==> config.mk <==
export PLATFORM = sky130hd
export DESIGN_NAME = frame_sync_scheduler
export DESIGN_NICKNAME = d
export VERILOG_FILES = /design/src/rtl/frame_sync_pkg.sv /design/src/rtl/fs_sat_counter.sv /design/src/rtl/frame_sync_scheduler.sv
export SDC_FILE = /design/constraint.sdc
export NUM_CORES = 1
export LEC_CHECK = 0
export ABC_AREA = 1
export BUFFER_PORTS_ARGS = -buffer_cell sky130_fd_sc_hd__buf_2
export CAP_MARGIN = 20
export CORE_ASPECT_RATIO = 0.9
export CORE_MARGIN = 5
export CORE_UTILIZATION = 40
export CTS_CLUSTER_DIAMETER = 100
export DETAILED_ROUTE_END_ITERATION = 8
export PLACE_DENSITY = 0.54
export REMOVE_ABC_BUFFERS = 1
export SYNTH_ARGS = -nofsm -noshare
export SYNTH_HDL_FRONTEND = slang
export SYNTH_SLANG_ARGS = --single-unit
==> constraint.sdc <==
create_clock -name Clk -period 2.89 [get_ports Clk]
set_input_delay 0.289 -clock Clk [delete_from_list [all_inputs] [get_ports Clk]]
set_output_delay 0.289 -clock Clk [all_outputs]
set_load 0.02 [all_outputs]
==> src/rtl/frame_sync_pkg.sv <==
`default_nettype none
// ============================================================================
// Module  : frame_sync_pkg
// Brief   : Shared state encoding and sizing constants for frame sync control
// Revision: 1.0 - initial release
// ============================================================================
package frame_sync_pkg;

    localparam int HIT_W = 4;
    localparam int CNT_W = 16;

    // Defaults shared with the delay/data buffer sizing
    localparam int FRAME_LEN_DFLT   = 2560;
    localparam int HOLDOFF_LEN_DFLT = 32;

    typedef enum logic [2:0] {
        ST_IDLE    = 3'd0,
        ST_SEARCH  = 3'd1,
        ST_CONFIRM = 3'd2,
        ST_OUTPUT  = 3'd3,
        ST_HOLDOFF = 3'd4
    } state_t;

endpackage
`default_nettype wire

==> src/rtl/fs_sat_counter.sv <==
`default_nettype none
// ============================================================================
// Module  : fs_sat_counter
// Brief   : Saturating up-counter with synchronous clear
// Revision: 1.0 - initial release
// ============================================================================
module fs_sat_counter
    import frame_sync_pkg::*;
#(
    parameter int WIDTH = CNT_W
) (
    input  logic             clk_i,
    input  logic             clr_i,
    input  logic             inc_i,
    output logic [WIDTH-1:0] cnt_o
);

    logic [WIDTH-1:0] cnt_q;
    logic [WIDTH-1:0] cnt_d;

    always_comb begin
        cnt_d = cnt_q;
        if (clr_i) begin
            cnt_d = '0;
        end else if (inc_i && (cnt_q != {WIDTH{1'b1}})) begin
            cnt_d = cnt_q + {{(WIDTH-1){1'b0}}, 1'b1};
        end
    end

    always_ff @(posedge clk_i) begin
        cnt_q <= cnt_d;
    end

    assign cnt_o = cnt_q;

endmodule
`default_nettype wire

==> src/rtl/frame_sync_scheduler.sv <==
`default_nettype none
// ============================================================================
// Module  : frame_sync_scheduler
// Brief   : Frame detection sequencer: search, confirm, output window, holdoff
// Revision: 1.0 - initial release
// ============================================================================
module frame_sync_scheduler
    import frame_sync_pkg::*;
#(
    parameter int CONFIRM_LEN = 4,
    parameter int FRAME_LEN   = FRAME_LEN_DFLT,
    parameter int HOLDOFF_LEN = HOLDOFF_LEN_DFLT
) (
    input  logic        Clk,
    input  logic        Rst_n,
    input  logic        Enable,
    input  logic        Abort,
    input  logic        DetVld,
    input  logic        DetHit,
    input  logic        OutVld,
    output logic        DetectEnable,
    output logic        BufferOutputEnable,
    output logic        FrameStart,
    output logic        FrameDone,
    output logic        FrameAbort,
    output logic        Busy,
    output logic [15:0] FrameCount
);

    localparam logic [HIT_W-1:0] C_CONF_LEN   = HIT_W'(CONFIRM_LEN);
    localparam logic [CNT_W-1:0] C_FRAME_LAST = CNT_W'(FRAME_LEN - 1);
    localparam logic [CNT_W-1:0] C_HOLD_LAST  = CNT_W'(HOLDOFF_LEN - 1);

    state_t           state_q, state_d;
    logic [HIT_W-1:0] hit_q, hit_d;
    logic [CNT_W-1:0] smp_q, smp_d;
    logic [CNT_W-1:0] ho_q,  ho_d;

    logic det_en_q, buf_en_q, start_q, done_q, abort_q, busy_q;
    logic start_d, done_d, abort_d;

    always_comb begin
        state_d = state_q;
        hit_d   = hit_q;
        smp_d   = smp_q;
        ho_d    = ho_q;
        start_d = 1'b0;
        done_d  = 1'b0;
        abort_d = 1'b0;

        // Abort outranks everything, including a coincident final sample
        if (Abort) begin
            state_d = ST_IDLE;
            hit_d   = '0;
            smp_d   = '0;
            ho_d    = '0;
            abort_d = (state_q == ST_OUTPUT);
        end else begin
            case (state_q)
                ST_IDLE: begin
                    if (Enable) state_d = ST_SEARCH;
                end
                ST_SEARCH: begin
                    if (!Enable) begin
                        state_d = ST_IDLE;
                        hit_d   = '0;
                    end else if (DetVld && DetHit) begin
                        if (CONFIRM_LEN == 1) begin
                            state_d = ST_OUTPUT;
                            start_d = 1'b1;
                            hit_d   = '0;
                        end else begin
                            state_d = ST_CONFIRM;
                            hit_d   = {{(HIT_W-1){1'b0}}, 1'b1};
                        end
                    end
                end
                ST_CONFIRM: begin
                    if (!Enable) begin
                        state_d = ST_IDLE;
                        hit_d   = '0;
                    end else if (DetVld) begin
                        if (!DetHit) begin
                            state_d = ST_SEARCH;
                            hit_d   = '0;
                        end else if ((hit_q + 4'd1) == C_CONF_LEN) begin
                            state_d = ST_OUTPUT;
                            start_d = 1'b1;
                            hit_d   = '0;
                        end else begin
                            hit_d = hit_q + 4'd1;
                        end
                    end
                end
                ST_OUTPUT: begin
                    // Enable is only consulted once the frame has fully drained
                    if (OutVld) begin
                        if (smp_q == C_FRAME_LAST) begin
                            done_d  = 1'b1;
                            smp_d   = '0;
                            state_d = Enable ? ST_HOLDOFF : ST_IDLE;
                        end else begin
                            smp_d = smp_q + 16'd1;
                        end
                    end
                end
                ST_HOLDOFF: begin
                    if (ho_q == C_HOLD_LAST) begin
                        ho_d    = '0;
                        state_d = Enable ? ST_SEARCH : ST_IDLE;
                    end else begin
                        ho_d = ho_q + 16'd1;
                    end
                end
                default: begin
                    state_d = ST_IDLE;
                end
            endcase
        end
    end

    always_ff @(posedge Clk) begin
        if (!Rst_n) begin
            state_q  <= ST_IDLE;
            hit_q    <= '0;
            smp_q    <= '0;
            ho_q     <= '0;
            det_en_q <= 1'b0;
            buf_en_q <= 1'b0;
            start_q  <= 1'b0;
            done_q   <= 1'b0;
            abort_q  <= 1'b0;
            busy_q   <= 1'b0;
        end else begin
            state_q  <= state_d;
            hit_q    <= hit_d;
            smp_q    <= smp_d;
            ho_q     <= ho_d;
            det_en_q <= (state_d != ST_IDLE);
            buf_en_q <= (state_d == ST_OUTPUT);
            start_q  <= start_d;
            done_q   <= done_d;
            abort_q  <= abort_d;
            busy_q   <= (state_d != ST_IDLE);
        end
    end

    fs_sat_counter #(
        .WIDTH (CNT_W)
    ) u_frame_cnt (
        .clk_i (Clk),
        .clr_i (!Rst_n),
        .inc_i (done_d),
        .cnt_o (FrameCount)
    );

    assign DetectEnable       = det_en_q;
    assign BufferOutputEnable = buf_en_q;
    assign FrameStart         = start_q;
    assign FrameDone          = done_q;
    assign FrameAbort         = abort_q;
    assign Busy               = busy_q;

endmodule
`default_nettype wire
# == Yosys cells after proc, flatten, opt, wreduce, memory -nomap -nowiden ==
# Cells that the tools add are included.
# totals
elab_cells,68
ff_bits,60
input_bits,7
# classes
n_reduce_logical,10
add_sub_neg,4
eq_ne,11
bitwise_logic,5
mux,28
# op_table
operator,n
"16-bit by 1-bit adder with 16-bit output, second input constant",3
3-bit 2-to-1 mux,12
16-bit 2-to-1 mux,2
4-bit 2-to-1 mux,6
"16-bit by 12-bit equality test with 1-bit output, second input constant",1
"16-bit by 5-bit equality test with 1-bit output, second input constant",1
"16-bit inequality test, second input constant",1
3-bit case mux with 5 select lines,1
"3-bit by 2-bit equality test with 1-bit output, second input constant",3
4-bit case mux with 2 select lines,1
1-bit 2-to-1 mux,6
"3-bit inequality test, second input constant",2
6-bit OR reduction,1
1-bit inverter,5
"4-bit by 1-bit adder with 4-bit output, second input constant",1
"4-bit by 3-bit equality test with 1-bit output, second input constant",1
2-bit AND reduction,2
"3-bit by 1-bit equality test with 1-bit output, second input constant",1
"3-bit equality test, second input constant",1
3-bit zero test,1
3-bit AND reduction,1
3-bit nonzero test,1
1-bit logical AND,2
2-bit nonzero test,1
2-bit OR reduction,1

# == Longest topological paths before layout ==
# logic_depth
depth_word,9
mapped_depth,13
depth_no_buf,13

# == By module ==
# A second synthesis with hierarchy kept.
# hier_totals
cells_unflattened,526
hier_area_um2,3429.5
# modules_own_cells
mod,cells_each,area_per_inst_um2,n_inst
frame_sync_scheduler,368,2456.1,1
fs_sat_counter,158,973.4,1

# == Least setup slack after synthesis ==
# OpenSTA, ideal clock, no wires.
# synth_path
path_kind,reg-to-reg
start,"register u_frame_cnt.cnt_q[1], in the netlist u_frame_cnt.cnt_o[1]"
end,"register u_frame_cnt.cnt_q[5], in the netlist u_frame_cnt.cnt_o[5]"
synth_period_minus_slack_ns,1.675
setup_slack_ns,1.215
path_stages_with_launch,11
arrival_ns,1.609
path_buffers,1
cell_sequence,dfxtp_1 ha_1 nand2_1 inv_1 nand2_2 nor3_4 nand3_4 nand2_4 buf_6 nand2_1 a21oi_2
# synth_via
elab_chain_cells,2
word_cells_on_any_way,3
classes_between,1 x add/sub; 1 x eq/ne; 1 x reduce/logical
# synth_lines
element,line,rtl
from (decl),fs_sat_counter.sv:18,logic [WIDTH-1:0] cnt_q;
from (signal assigned),fs_sat_counter.sv:31,cnt_q <= cnt_d;
"parallel branches: the longest is 2 deep, another holds 16-bit by 1-bit adder with 16-bit output",--,
# Parallel ways; which one is timed is not known.
# A chain may end at the register's enable or synchronous reset.

# == Worst setup path after layout ==
# layout_path
start,register smp_q[11]
end,"register u_frame_cnt.cnt_q[2], in the netlist u_frame_cnt.cnt_o[2]"
# layout_via
elab_chain_cells,6
# layout_lines
element,line,rtl
from (decl),frame_sync_scheduler.sv:36,"logic [CNT_W-1:0] smp_q, smp_d;"
from (signal assigned),frame_sync_scheduler.sv:137,smp_q <= smp_d;
16-bit by 12-bit equality test with 1-bit output,frame_sync_scheduler.sv:98,if (smp_q == C_FRAME_LAST) begin
1-bit 2-to-1 mux,frame_sync_scheduler.sv:98,
1-bit 2-to-1 mux,frame_sync_scheduler.sv:97,if (OutVld) begin
1-bit 2-to-1 mux,frame_sync_scheduler.sv:59,case (state_q)
1-bit 2-to-1 mux,frame_sync_scheduler.sv:52,if (Abort) begin
1-bit logical AND,fs_sat_counter.sv:25,end else if (inc_i && (cnt_q != {WIDTH{1'b1}})) begin
# Every way passes these cells.

==> results.txt <==
----------------------------------------------------
[Clocking]
  Number of H-tree branching levels ... 3
  Number of hold-repair buffers added at the cts stage ... 0
  Number of CTS-inserted buffers ... 9
  TritonCTS Sinks ... 60
  Maximum number of buffers from clock root to sink ... 2
  Post-CTS Resized ... 0
  Post-CTS Setup Inserts ... 0
  Worst-Skew Late Latency ... approximately 0.34 ns
  Root Driver ... clkbuf_8
  CTS clk-pin slew, worst paths ... approximately 0.070 ns
  Clock tree from TritonCTS ... done

[Final layout]
  FF+latch area ... ~0.0012 mm^2
  Total non-filler cell area in the finished layout ... approximately 0.0038 mm^2
  Area of combinational cells with multiple inputs ... 0.00187 mm^2
  Final standard cell utilization of the core ... roughly 47%
  Number of diodes added for antenna fixing ... 0
  Count of fill cells added during filler insertion ... 880
  NumNets Final ... about 540
  Layout cell share with drive strength beyond 1 ... about 14%
  Syn-to-layout area delta ... 12.8%

[GRT]
  Largest net degree at the start of global routing ... 20
  Antenna violations before repair ... 0
  Global-route wire length before repair ... around 14 mm
  Number of global-route vias before repair ... slightly above 3000
  Total gr overflow ... 0
  All-Layer GR Usage ... between 10% and 20%

[Worst hold path]
  Startpoint of the most critical hold path ... Enable
  Class of the tightest hold or removal check ... in2reg
  Hold Path Depth ... 3
  Endpoint of the worst hold-timing path ... hit_q[0]

[Worst setup path]
  Critical Path Max Stage Delay ... 0.49 ns
  R2r startpoint ... smp_q[11]
  Critical Setup Path Class ... reg2reg
  Critical path required time ... slightly above 3 ns
  Register-to-Register Path Depth ... 9
  Flop-to-flop setup slack ... 1.02 ns
  Critical path's top delay family ... simple AND/OR/NAND/NOR gates
  Data arrival time of the worst path ... 2.09 ns
  Slowest CP cell ... dfxtp_1
  CP endpoint kind ... flip-flop
  Critical Path Fanout Max ... 16
  Sum of buffers and inverters on the critical path ... 1
  Sequence of cells on the critical path ... inv_2, nor2_2, nand2_1, nor2_2, nand4_2, nor2_4, nand2_4, nand2_1, a21oi_1
  Endpoint of the lowest-slack register-to-register path ... u_frame_cnt.cnt_o[2]
  Kind of launch point of the worst setup path ... flip-flop

[Power and ir drop]
  Overall power of the completed layout ... between 1.5 and 2 mW
  VDD IR max ... 0.000255 V
  LEAKAGE ... between 1 and 1.5 nW
  PD cells ... between 400 and 500 mW/mm^2

[Timing]
  Final Hold Vio Count ... 0
  Finish-stage setup viols ... 0
  Final critical-path setup slack ... about 1 ns
  Setup tns final ... 0 ns
  RSZ-0062 raised after global routing ... false
  Largest clock skew in the final design ... 0.00907 ns
  Time the final worst path needs with I/O delays and setup ... between 1.5 and 2 ns
  Maximum operating frequency ... 536 MHz
  Final critical-path share of the clock period ... between 60 and 70%
  Transition time of the tightest slew-check pin ... ~0.58 ns
  Pins Over Slew Limit ... 0
  Max-slew headroom ... 61.1%

[Logic synthesis]
  Number of enable-type register cells in the synthesized netlist ... 0
  Top FF cell, synth ... dfxtp_1
  Area leader, netlist ... dfxtp_1
  Most common library cells after synthesis ... 122 x nand2_1, 60 x dfxtp_1, 59 x nor2_1
  Most area-consuming cells after synthesis ... dfxtp_1 36%, nand2_1 14%, nand3_1 7.9%
  Number of synthesized register bits ... 60
  Share of the yosys chip area belonging to registers ... roughly 36%
  Asr flop ratio synth ... 0%
  Count of warnings emitted by yosys ... 0
  Area fraction of the dominant cell type after synthesis ... approximately 36%
  Mean instance size in the synthesized netlist ... 6.74 um^2
  Most frequent cell after synthesis ... nand2_1
  Cell count after synthesis ... 500
  Number of distinct standard cells referenced by the synthesized netlist ... 42
  Mapped Area ... 0.00337 mm^2

[Run]
  Maximum Capacitance Violations ... 0

[Die]
  Number of rows in the core area ... 31
  IO Pins ... 29
  Die Y-Extent ... approximately 97 um
  Initial core utilization ... between 40 and 50%
  Die footprint ... 0.0104 mm^2
  Core ar. ... around 0.0081 mm^2
  Width of the die ... around 110 um

[Placement]
  Worst setup slack after placement ... between 0.7 and 0.8 ns
  # port buffers ... 28
  Placer congestion estimate ... around 0.85
  HPWL after detailed placement ... just over 6 mm
  Cell Area, Placed ... ~0.0036 mm^2

[Route]
  Number of detailed-routing iterations run before antenna repair ... 5
  First DRT Iteration DRCs ... about 190
  Post-detailed-routing wire length ... slightly above 8 mm
  Via count of the routed design ... between 3000 and 4000
  Routed wirelength normalized by instance count ... around 13 um
  Via-per-instance ratio ... roughly 5
  Detail Route Antenna Nets ... 0
  Count of unresolved DRC violations after routing ... 0

[Status]
  Status ... completed

----------------------------------------------------
report_power, final:
group / internal [mW] / switching (mW) / total, mW
clock: 0.526 / 0.334 / 0.860
combinational: 0.0110 / 0.0332 / 0.0442
sequential: 0.828 / 0.00216 / 0.830
state kept, by name, summed over array words and instances (netlist names):
| name | count |
|---|---|
| u_frame_cnt.cnt_o | 16 |
| Busy | 1 |
| ho_q | 16 |
| FrameDone | 1 |
| FrameStart | 1 |
| FrameAbort | 1 |
| hit_q | 4 |
| smp_q | 16 |
| state_q | 3 |
| BufferOutputEnable | 1 |
area by class of cell:
class / count / area share, %
inverters: 62 / 6.13
well taps: 99 / 3.26
flip-flops and latches: 60 / 31.6
repair buffers: 29 / 3.89
clock buffers: 11 / 3.99
clock inverters: 4 / 1.91
multi-input cells: 369 / 49.2
layer usage:
metal / vias to the layer above / share of wire [%] / global-route usage [%]
met4: 0 / 0.97 / 3.83
met1: 1450 / 53 / 23.9
li1: 1711 / - / -
met5: - / 0 / 0
met2: 59 / 42 / 24.1
met3: 7 / 4.2 / 3.99
cell usage in the layout (no fill, tap or decap), drive strengths merged, types with 5 or more instances in the layout:
cell,n
a21oi,38
buf,29
ha,5
nand2,124
nor2,65
clkbuf,11
inv,62
xor2,9
nand4,16
nor3,24
xnor2,5
dfxtp,60
o21ai,10
nand3,55
worst reg2reg max path, stage by stage (launching register included):
cell and delay, ns:
dfxtp_1 0.49, inv_2 0.07, nor2_2 0.08, nand2_1 0.06, nor2_2 0.17, nand4_2 0.15
nor2_4 0.36, nand2_4 0.21, nand2_1 0.12, a21oi_1 0.06
stage by stage:
step / cells / hold slack (ns)
floorplan: 491 / 0.439
global placement: 619 / 0.471
detailed placement: 619 / 0.472
CTS: 634 / 0.264
global route: 634 / 0.292
finish: 634 / 0.279
cell families after synthesis:
kind of cell	Yosys count	share of synthesized area [%]
AND/OR/NAND/NOR	290	39.8
buffers and inverters	71	8.84
AO/OA/AOI/OAI	60	10.2
flip-flops	60	35.7
XOR/XNOR	14	3.64
adder cells (fa/ha/maj)	5	1.86
worst max path at each step:
stage	start	end	slack (ns)	cells past startpoint
2_1_floorplan	u_frame_cnt.cnt_o[1]	u_frame_cnt.cnt_o[5]	1.20	9
3_5_place_dp	Rst_n	BufferOutputEnable	0.78	8
5_1_grt	smp_q[11]	u_frame_cnt.cnt_o[7]	0.84	9
6_report	smp_q[11]	u_frame_cnt.cnt_o[2]	1.02	9
3_3_place_gp	Rst_n	BufferOutputEnable	0.75	8
4_1_cts	smp_q[11]	u_frame_cnt.cnt_o[2]	1.02	9
No activity file was read; power rests on OpenSTA's default activity.
